<file path="config.mk">
export PLATFORM = sky130hd
export DESIGN_NAME = spi_bus_arbiter_flat
export DESIGN_NICKNAME = d
export VERILOG_FILES = /design/src/rtl/spi_bus_arbiter_if.sv /design/src/rtl/spi_bus_arbiter.sv /design/src/flat_wrapper.sv
export SDC_FILE = /design/constraint.sdc
export NUM_CORES = 1
export LEC_CHECK = 0
export ABC_AREA = 1
export BUFFER_PORTS_ARGS = -buffer_cell sky130_fd_sc_hd__buf_4
export CAP_MARGIN = 20
export CORE_MARGIN = 2
export CORE_UTILIZATION = 44
export CTS_CLUSTER_DIAMETER = 80
export CTS_CLUSTER_SIZE = 20
export DETAILED_ROUTE_END_ITERATION = 6
export PLACE_DENSITY_LB_ADDON = 0.1
export SETUP_SLACK_MARGIN = 0.5
export SLEW_MARGIN = 20
export SYNTH_ARGS = -nofsm -noshare
export SYNTH_HDL_FRONTEND = slang
export SYNTH_SLANG_ARGS = --single-unit
</file>
<file path="constraint.sdc">
create_clock -name clk -period 1.5 [get_ports clk]
set_input_delay 0.225 -clock clk [delete_from_list [all_inputs] [get_ports clk]]
set_output_delay 0.225 -clock clk [all_outputs]
set_load 0.005 [all_outputs]
</file>
<file path="src/rtl/spi_bus_arbiter_if.sv">
// Shared SPI connection bundle: both HPS-side master ports plus the physical bus.
// Latency: none; the bundle is wires only.
// Backpressure: none; SPI has no flow control, and the arbiter suppresses traffic instead.
//
// Signals (slave = arbiter view):
//   adc_sclk/adc_mosi/adc_ss_n  in   ADC master outputs
//   adc_miso                    out  MISO returned to ADC master
//   can_sclk/can_mosi/can_ss_n  in   CAN master outputs
//   can_miso                    out  MISO returned to CAN master
//   bus_sclk/bus_mosi/bus_ss_n  out  physical bus, bus_ss_n = {can_ss_n, adc_ss_n}
//   bus_miso                    in   physical MISO
interface spi_bus_arbiter_if #(
  parameter int NUM_ADC_SS = 2,
  parameter int NUM_CAN_SS = 3
);
  logic                               adc_sclk;
  logic                               adc_mosi;
  logic [NUM_ADC_SS-1:0]              adc_ss_n;
  logic                               adc_miso;
  logic                               can_sclk;
  logic                               can_mosi;
  logic [NUM_CAN_SS-1:0]              can_ss_n;
  logic                               can_miso;
  logic                               bus_sclk;
  logic                               bus_mosi;
  logic [NUM_ADC_SS+NUM_CAN_SS-1:0]   bus_ss_n;
  logic                               bus_miso;

  modport slave (
    input  adc_sclk, adc_mosi, adc_ss_n,
    input  can_sclk, can_mosi, can_ss_n,
    input  bus_miso,
    output adc_miso, can_miso,
    output bus_sclk, bus_mosi, bus_ss_n
  );

  modport master (
    output adc_sclk, adc_mosi, adc_ss_n,
    output can_sclk, can_mosi, can_ss_n,
    output bus_miso,
    input  adc_miso, can_miso,
    input  bus_sclk, bus_mosi, bus_ss_n
  );
endinterface

</file>
<file path="src/rtl/spi_bus_arbiter.sv">
// Sequential owner arbiter for the shared GPIO_0 SPI bus (ADC vs CAN master).
// Latency: master->bus 1 clk (registered sclk/mosi/ss_n together); bus_miso->master 0 clk.
// Backpressure: none; a non-granted master is silently suppressed and its attempts are counted.
//
// Ports:
//   clk, rst_n      clock, asynchronous active-low reset
//   sel_adc         requested owner (1=ADC, 0=CAN)
//   io              spi_bus_arbiter_if.slave bundle (master ports + physical bus)
//   grant_adc       current owner (1=ADC)
//   switching       high while an ownership change is in progress (DRAIN or GAP)
//   conflict        one-cycle pulse per conflict event
//   conflict_cnt    saturating 8-bit conflict count
//
// Build option: define SPI_ARB_CONFLICT_CNT_EN to build conflict detection and the
// counter; without it conflict and conflict_cnt read 0 (suppression is unaffected).
module spi_bus_arbiter #(
  parameter int NUM_ADC_SS = 2,
  parameter int NUM_CAN_SS = 3,
  parameter int SWITCH_GAP = 4,
  parameter bit CPOL       = 1'b0
) (
  input  logic                clk,
  input  logic                rst_n,
  input  logic                sel_adc,
  spi_bus_arbiter_if.slave    io,
  output logic                grant_adc,
  output logic                switching,
  output logic                conflict,
  output logic [7:0]          conflict_cnt
);

  localparam int SSW = NUM_ADC_SS + NUM_CAN_SS;
  localparam int CW  = (SWITCH_GAP > 1) ? $clog2(SWITCH_GAP) : 1;
  localparam logic [CW-1:0] GAP_LOAD = CW'(SWITCH_GAP - 1);

  localparam logic [1:0] ST_OWN   = 2'd0;
  localparam logic [1:0] ST_DRAIN = 2'd1;
  localparam logic [1:0] ST_GAP   = 2'd2;

  logic [1:0]     r_state;
  logic [1:0]     w_state_nxt;
  logic [CW-1:0]  r_cnt;
  logic [CW-1:0]  w_cnt_nxt;
  logic           r_grant_adc;
  logic           w_grant_nxt;

  logic           r_bus_sclk;
  logic           r_bus_mosi;
  logic [SSW-1:0] r_bus_ss_n;
  logic           w_bus_sclk_nxt;
  logic           w_bus_mosi_nxt;
  logic [SSW-1:0] w_bus_ss_n_nxt;

  logic           w_adc_act;
  logic           w_can_act;
  logic           w_owner_act;
  logic           w_idle;

  assign w_adc_act   = ~&io.adc_ss_n;
  assign w_can_act   = ~&io.can_ss_n;
  assign w_owner_act = r_grant_adc ? w_adc_act : w_can_act;

  // Owner FSM
  always_comb begin
    w_state_nxt = r_state;
    w_cnt_nxt   = r_cnt;
    w_grant_nxt = r_grant_adc;
    case (r_state)
      ST_OWN: begin
        if (sel_adc != r_grant_adc) w_state_nxt = ST_DRAIN;
      end
      ST_DRAIN: begin
        // A request withdrawn before the owner goes idle cancels the switch.
        if (sel_adc == r_grant_adc) begin
          w_state_nxt = ST_OWN;
        end else if (!w_owner_act) begin
          w_state_nxt = ST_GAP;
          w_cnt_nxt   = GAP_LOAD;
        end
      end
      ST_GAP: begin
        // sel_adc is sampled only at gap exit; the full gap is always observed.
        if (r_cnt == '0) begin
          w_grant_nxt = sel_adc;
          w_state_nxt = ST_OWN;
        end else begin
          w_cnt_nxt = r_cnt - CW'(1);
        end
      end
      default: begin
        w_state_nxt = ST_GAP;
        w_cnt_nxt   = GAP_LOAD;
      end
    endcase
  end

  // Bus is forced idle while in GAP and already on the edge that enters GAP,
  // so sclk/mosi park cleanly in the same cycle ss_n reaches all ones.
  assign w_idle = (r_state == ST_GAP) || (w_state_nxt == ST_GAP);

  always_comb begin
    w_bus_sclk_nxt = CPOL;
    w_bus_mosi_nxt = 1'b0;
    w_bus_ss_n_nxt = '1;
    if (!w_idle) begin
      if (r_grant_adc) begin
        w_bus_sclk_nxt                   = io.adc_sclk;
        w_bus_mosi_nxt                   = io.adc_mosi;
        w_bus_ss_n_nxt[NUM_ADC_SS-1:0]   = io.adc_ss_n;
      end else begin
        w_bus_sclk_nxt                   = io.can_sclk;
        w_bus_mosi_nxt                   = io.can_mosi;
        w_bus_ss_n_nxt[SSW-1:NUM_ADC_SS] = io.can_ss_n;
      end
    end
  end

  always_ff @(posedge clk or negedge rst_n) begin
    if (!rst_n) begin
      r_state     <= ST_GAP;
      r_cnt       <= GAP_LOAD;
      r_grant_adc <= 1'b0;
      r_bus_sclk  <= CPOL;
      r_bus_mosi  <= 1'b0;
      r_bus_ss_n  <= '1;
    end else begin
      r_state     <= w_state_nxt;
      r_cnt       <= w_cnt_nxt;
      r_grant_adc <= w_grant_nxt;
      r_bus_sclk  <= w_bus_sclk_nxt;
      r_bus_mosi  <= w_bus_mosi_nxt;
      r_bus_ss_n  <= w_bus_ss_n_nxt;
    end
  end

  assign io.bus_sclk = r_bus_sclk;
  assign io.bus_mosi = r_bus_mosi;
  assign io.bus_ss_n = r_bus_ss_n;

  // MISO return path is combinational on the registered grant; idle-high otherwise.
  assign io.adc_miso = ((r_state != ST_GAP) &&  r_grant_adc) ? io.bus_miso : 1'b1;
  assign io.can_miso = ((r_state != ST_GAP) && !r_grant_adc) ? io.bus_miso : 1'b1;

  assign grant_adc = r_grant_adc;
  assign switching = (r_state != ST_OWN);

`ifdef SPI_ARB_CONFLICT_CNT_EN
  logic       w_foreign_act;
  logic       w_conflict_evt;
  logic       r_foreign_q;
  logic       r_conflict;
  logic [7:0] r_conflict_cnt;

  // Any master counts as foreign while the bus is held idle.
  assign w_foreign_act  = (r_state == ST_GAP) ? (w_adc_act | w_can_act)
                                              : (r_grant_adc ? w_can_act : w_adc_act);
  assign w_conflict_evt = w_foreign_act & ~r_foreign_q;

  always_ff @(posedge clk or negedge rst_n) begin
    if (!rst_n) begin
      r_foreign_q    <= 1'b0;
      r_conflict     <= 1'b0;
      r_conflict_cnt <= 8'd0;
    end else begin
      r_foreign_q <= w_foreign_act;
      r_conflict  <= w_conflict_evt;
      if (w_conflict_evt && (r_conflict_cnt != 8'hFF)) begin
        r_conflict_cnt <= r_conflict_cnt + 8'd1;
      end
    end
  end

  assign conflict     = r_conflict;
  assign conflict_cnt = r_conflict_cnt;
`else
  assign conflict     = 1'b0;
  assign conflict_cnt = 8'd0;
`endif

endmodule

</file>
<file path="src/flat_wrapper.sv">
// flat-port wrapper written by rule: the top's interface ports become plain ports
module spi_bus_arbiter_flat 
#(
  parameter int NUM_ADC_SS = 2,
  parameter int NUM_CAN_SS = 3,
  parameter int SWITCH_GAP = 4,
  parameter bit CPOL       = 1'b0
)
  (clk, rst_n, sel_adc, grant_adc, switching, conflict, conflict_cnt, io_adc_sclk, io_adc_mosi, io_adc_ss_n, io_can_sclk, io_can_mosi, io_can_ss_n, io_bus_miso, io_adc_miso, io_can_miso, io_bus_sclk, io_bus_mosi, io_bus_ss_n);
  spi_bus_arbiter_if #(.NUM_ADC_SS(NUM_ADC_SS), .NUM_CAN_SS(NUM_CAN_SS)) io_i ();
  input  logic clk;
  input  logic rst_n;
  input  logic sel_adc;
  output logic grant_adc;
  output logic switching;
  output logic conflict;
  output logic [7:0] conflict_cnt;
  input wire logic [$bits(io_i.adc_sclk)-1:0] io_adc_sclk;
  input wire logic [$bits(io_i.adc_mosi)-1:0] io_adc_mosi;
  input wire logic [$bits(io_i.adc_ss_n)-1:0] io_adc_ss_n;
  input wire logic [$bits(io_i.can_sclk)-1:0] io_can_sclk;
  input wire logic [$bits(io_i.can_mosi)-1:0] io_can_mosi;
  input wire logic [$bits(io_i.can_ss_n)-1:0] io_can_ss_n;
  input wire logic [$bits(io_i.bus_miso)-1:0] io_bus_miso;
  output wire logic [$bits(io_i.adc_miso)-1:0] io_adc_miso;
  output wire logic [$bits(io_i.can_miso)-1:0] io_can_miso;
  output wire logic [$bits(io_i.bus_sclk)-1:0] io_bus_sclk;
  output wire logic [$bits(io_i.bus_mosi)-1:0] io_bus_mosi;
  output wire logic [$bits(io_i.bus_ss_n)-1:0] io_bus_ss_n;
  assign io_i.adc_sclk = io_adc_sclk;
  assign io_i.adc_mosi = io_adc_mosi;
  assign io_i.adc_ss_n = io_adc_ss_n;
  assign io_i.can_sclk = io_can_sclk;
  assign io_i.can_mosi = io_can_mosi;
  assign io_i.can_ss_n = io_can_ss_n;
  assign io_i.bus_miso = io_bus_miso;
  assign io_adc_miso = io_i.adc_miso;
  assign io_can_miso = io_i.can_miso;
  assign io_bus_sclk = io_i.bus_sclk;
  assign io_bus_mosi = io_i.bus_mosi;
  assign io_bus_ss_n = io_i.bus_ss_n;
  spi_bus_arbiter #(.NUM_ADC_SS(NUM_ADC_SS), .NUM_CAN_SS(NUM_CAN_SS), .SWITCH_GAP(SWITCH_GAP), .CPOL(CPOL)) u_core (.clk(clk), .rst_n(rst_n), .sel_adc(sel_adc), .io(io_i), .grant_adc(grant_adc), .switching(switching), .conflict(conflict), .conflict_cnt(conflict_cnt));
endmodule
</file>
==> Word-level counts from Yosys, hierarchy flattened <==
Index checks and enable logic that the tools add are counted.
{ "totals": {"ff_bits": 12, "in_bits": 13, "output_inout_bits": 20, "word_cells": 49} }
{ "op_classes": {"reduce_logical": 13, "bitwise": 1, "addsub": 1, "n_eq_ne": 9, "n_mux": 19} }
{ "op_table": {"columns": ["operator", "n"], "rows": [
  ["2-bit two-way mux", 8],
  ["2-bit case mux with 3 select lines", 2],
  ["2-bit != test, second input constant", 4],
  ["1-bit two-way mux", 7],
  ["5-bit two-way mux", 1],
  ["2-bit == test, second input constant", 2],
  ["2-bit logical NOT", 2],
  ["2-bit AND reduction", 2],
  ["4-bit AND reduction", 1],
  ["1-bit logical NOT", 3],
  ["3-bit two-way mux", 1],
  ["3-bit AND reduction", 1],
  ["2-bit by 1-bit == test with 1-bit output, second input constant", 1],
  ["1-bit logical AND", 2],
  ["2-bit nonzero test", 1],
  ["2-bit by 1-bit subtractor with 2-bit output, second input constant", 1],
  ["1-bit == test", 1],
  ["1-bit logical OR", 1],
  ["1-bit != test", 1],
  ["1-bit inverter", 1]
]} }

==> Logic depth before layout (Yosys ltp) <==
{ "depth": {"word_depth": 9, "depth_mapped": 7, "mapped_depth_nobuf": 7} }

==> Worst setup path before layout <==
OpenSTA, ideal clock, no wires.
{ "synth_timing": {"path_type": "register -> register", "start": "reg u_core.r_cnt[0]", "end": "reg u_core.r_bus_mosi (netlist: u_core.io.bus_mosi)", "synth_period_minus_slack_ns": 1.238, "setup_ns": 0.120, "stages_incl_launch_ff": 7, "path_slack_ns": 0.262, "path_buffers": 0, "arrival_ns": 1.118, "required_time_ns": 1.380, "cell_sequence": "dfstp_2 inv_1 ha_1 nand2_1 nand2_1 nand3_2 nor2_1"} }
{ "synth_between": {"elab_chain_len": 6} }
{ "synth_rtl": {"columns": ["element", "line_no", "rtl"], "rows": [
  ["start: declaration", "spi_bus_arbiter.sv:42", "logic [CW-1:0] r_cnt;"],
  ["start signal: assignment", "spi_bus_arbiter.sv:128", "r_cnt <= w_cnt_nxt;"],
  ["2-bit logical NOT", "spi_bus_arbiter.sv:83", "if (r_cnt == '0) begin"],
  ["2-bit two-way mux", "spi_bus_arbiter.sv:83", null],
  ["2-bit case mux with 3 select lines", "spi_bus_arbiter.sv:68", "case (r_state)"],
  ["2-bit == test", "spi_bus_arbiter.sv:99", "assign w_idle = (r_state == ST_GAP) || (w_state_nxt == ST_GAP);"],
  ["1-bit logical OR", "spi_bus_arbiter.sv:99", null],
  ["1-bit two-way mux", "spi_bus_arbiter.sv:105", "if (!w_idle) begin"],
  ["net u_core.w_bus_mosi_nxt", "spi_bus_arbiter.sv:51", "logic w_bus_mosi_nxt;"],
  ["end signal: assignment", "spi_bus_arbiter.sv:131", "r_bus_mosi <= w_bus_mosi_nxt;"],
  ["end: declaration", "spi_bus_arbiter.sv:48", "logic r_bus_mosi;"]
]} }
The timed path passes the listed nets, and every way through them passes these cells.
A chain may end at the register's enable or synchronous reset.

==> Worst setup path after layout <==
{ "layout_timing": {"start": "reg u_core.r_state[1]", "end": "out io_can_miso"} }
{ "layout_between": {"elab_chain_len": 3} }
{ "layout_rtl": {"columns": ["element", "line_no", "rtl"], "rows": [
  ["start: declaration", "spi_bus_arbiter.sv:40", "logic [1:0] r_state;"],
  ["start signal: assignment", "spi_bus_arbiter.sv:127", "r_state <= w_state_nxt;"],
  ["2-bit != test", "spi_bus_arbiter.sv:142", "assign io.can_miso = ((r_state != ST_GAP) && !r_grant_adc) ? io.bus_miso : 1'b1;"],
  ["1-bit logical AND", "spi_bus_arbiter.sv:142", null],
  ["1-bit two-way mux", "spi_bus_arbiter.sv:142", null],
  ["end: declaration", "flat_wrapper.sv:26", "output wire logic [$bits(io_i.can_miso)-1:0] io_can_miso;"]
]} }
No other way between the ends.

==> impl_metrics.py <==
metrics = {
    "outcome": {
        "status": "completed",
    },
    "route": {
        "wire_per_inst_um": 13.4,
        "ant_nets": 0,
        "totalWireLength_mm": 1.93,
        "vias": 730,
        "routed_via_density": 5.07,
        "drc": 0,
        "drtIter0Drc": 11,
        "drtPass1Iterations": 4,
    },
    "pwr": {
        "p_leak_nw": 0.609,
        "p_int_mw": 1.51,
        "pwr-share-comb": 0.624,
        "vdd_drop_max_v": 0.00135,
        "seq_power_share": 0.269,
        "total_power_mw": 2.48,
        "pwr-share-clk": 0.108,
        "switching_power_mw": 0.965,
        "power_density_nw_per_um2": 2060,
        "sw_frac_of_total": 0.390,
    },
    "grt": {
        "grt_remaining_overflow": 0,
        "grt_max_degree": 13,
        "grt.total_usage": 0.197,
        "antenna_found_initial": 0,
        "grt_pass1_vias": 611,
        "grt_pass1_wl_mm": 2.73,
    },
    "clocking": {
        "htree_levels": 1,
        "cts_root_buf": "clkbuf_4",
        "clk_pin_slew_ns": 0.09,
        "cts_buffers": 3,
        "clk_path_buf_depth": 2,
        "worstSkewPairLatency_ns": 0.28,
        "cts_tree": "built",
        "cts_num_sinks": 12,
    },
    "yosys": {
        "synth_top_family_by_area": "simple AND/OR/NAND/NOR gates",
        "synth_xor_area_frac": 0,
        "synth-simple-area-share": 0.315,
        "synth_cell_types": 22,
        "synth.mux.area_fraction": 0.0280,
        "synth_compound_area_frac": 0.0315,
        "ys_seq_elements": 12,
        "synthAdderAreaFrac": 0.0175,
        "synth_area_per_cell_um2": 8.31,
        "ys_warn_count": 0,
        "syn_inst": 86,
        "ys_seq_area_frac": 0.434,
        "syn_area_um2": 714,
    },
    "floorplan": {
        "die_height_um": 44.3,
        "io_pins": 33,
        "start_util": 0.474,
        "dieArea_um2": 1960,
        "rows": 14,
        "core_area_um2": 1510,
        "die_width_um": 44.3,
    },
    "finish": {
        "fin_nets": 143,
        "antenna_cells": 0,
        "multi_input_area_um2": 429,
        "final_common_cell": "buf_4",
        "drive_gt1_frac": 0.695,
        "layout_common_cells": "24 x buf_4, 15 x buf_6, 11 x nand2_1",
        "regArea_um2": 313,
        "syn2layout_area_growth_pct": 68.5,
        "n_fill_cell": 97,
    },
    "setup_path": {
        "crit_path_cell_trace": "inv_4 > nor2_4 > nor2_2 > nand2_1 > buf_4",
        "start_kind": "register",
        "critPathKind": "register to primary output",
        "critPathSlowestCell": "dfstp_2",
        "worstPathRequired_ns": 1.27,
        "end_kind": "primary output",
        "worst-endpoint-arrival_ns": 1.25,
        "critPathMaxFanout": 3,
        "slowest_delay_ns": 0.56,
    },
    "sta": {
        "rsz0062_at_grt": "true",
        "finalCritPeriodShare": 0.982,
        "maxSlewViolCount": 0,
        "hold_viol_final": 0,
        "setup_viol": 0,
        "min_period_ns": 1.47,
        "tns_ns": 0,
        "clock_skew_ns": 0.00911,
        "fmax_mhz": 679,
    },
    "job": {
        "cap_viol_max_count": 0,
    },
    "placed_design": {
        "gp_congestion": 0.884,
        "io_buffers": 23,
        "dp_hpwl_mm": 1.10,
    },
    "min_path": {
        "holdCritPathClass": "input pin to register",
    },
}
-- per-layer routing --
metal  vias up  wire length (µm)  track usage
met5         -                 0            0
met4         0                88        0.109
met3         8               126       0.0327
met2        37               965        0.326
met1       342               754        0.243
li1        343                 -            -
-- state kept, by name, indices dropped and copies added (netlist names) --
register	count
u_core.grant_adc	1
u_core.io.bus_mosi	1
u_core.io.bus_sclk	1
u_core.io.bus_ss_n	5
u_core.r_cnt	2
u_core.r_state	2
-- cell usage after synthesis --
cell type,count,share of area
a21oi_1,1,0.0070
nor2_4,1,0.016
nand3_1,10,0.070
ha_1,1,0.018
inv_1,8,0.042
o31ai_1,1,0.011
nor2_1,4,0.021
inv_2,3,0.016
nor2_2,1,0.0088
buf_4,9,0.095
dfstp_2,8,0.29
nor3_1,5,0.035
mux2i_1,2,0.028
conb_1,1,0.0052
o21ai_1,2,0.014
dfrtp_1,4,0.14
nand2_1,18,0.095
buf_6,1,0.016
nand2_4,1,0.016
nand3_2,2,0.028
nand4_1,1,0.0088
nand2_2,2,0.018
-- path summary, 6_finish.rpt --
check,endpoint,startpoint,depth (start not counted),slack (ns)
setup reg to reg,u_core.io.bus_sclk,u_core.r_state[1],8,0.16
hold reg to reg,u_core.r_cnt[1],u_core.r_cnt[1],2,0.47
min in group asynchronous,u_core.r_state[0],rst_n,2,0.31
max in group asynchronous,u_core.io.bus_ss_n[1],rst_n,2,0.96
setup / recovery,io_can_miso,u_core.r_state[1],5,0.03
hold / removal,u_core.io.bus_ss_n[0],io_adc_ss_n[0],3,0.18
-- power groups by stage --
| stage | combinational [mW] | sequential, mW | clock [mW] |
|---|---|---|---|
| 6_report | 1.54 | 0.665 | 0.267 |
| 4_1_cts | 1.26 | 0.653 | 0.267 |
| 5_1_grt | 1.67 | 0.687 | 0.288 |
| 2_1_floorplan | 0.645 | 0.645 | 0 |
| 3_5_place_dp | 0.930 | 0.675 | 0 |
| 3_3_place_gp | 0.919 | 0.668 | 0 |
-- kinds of logic after synthesis --
| family | count (synthesis) |
|---|---|
| flip-flops | 12 |
| multiplexers | 2 |
| adder cells (fa/ha/maj) | 1 |
| buffers and inverters | 21 |
| AO/OA/AOI/OAI | 4 |
| other | 1 |
| AND/OR/NAND/NOR | 45 |
-- layout make-up --
type	instances	area share
multi-input cells	61	0.357
repair buffers	40	0.298
flip-flops and latches	12	0.260
inverters	11	0.0385
clock buffers	4	0.0301
well taps	16	0.0166
-- worst max-delay path, delay by kind of cell (launching register included) --
family,cells,cell delay (ns)
AND/OR/NAND/NOR,3,0.25
buffers and inverters,2,0.14
flip-flops,1,0.56
-- through the flow --
step                cell area [µm²]  worst slack [ns]  std cells  utilization  hold slack [ns]
floorplan                       774             0.392         94            -          -0.0706
global placement                896             0.229        124        0.595           0.0703
detailed placement              896             0.179        124        0.595           0.0711
CTS                            1080            0.0404        141        0.716            0.178
global route                   1200           -0.0173        144        0.799            0.163
finish                         1200            0.0277        144        0.799            0.177
-- timing repair --
action	in CTS	in global routing
pin swaps	3	10
cloned	0	0
hold endpoints to repair	12	0
resized for setup	15	28
hold buffers	1	0
setup endpoints to repair	22	23
buffers inserted	12	3
(Power assumes the default switching activity.)
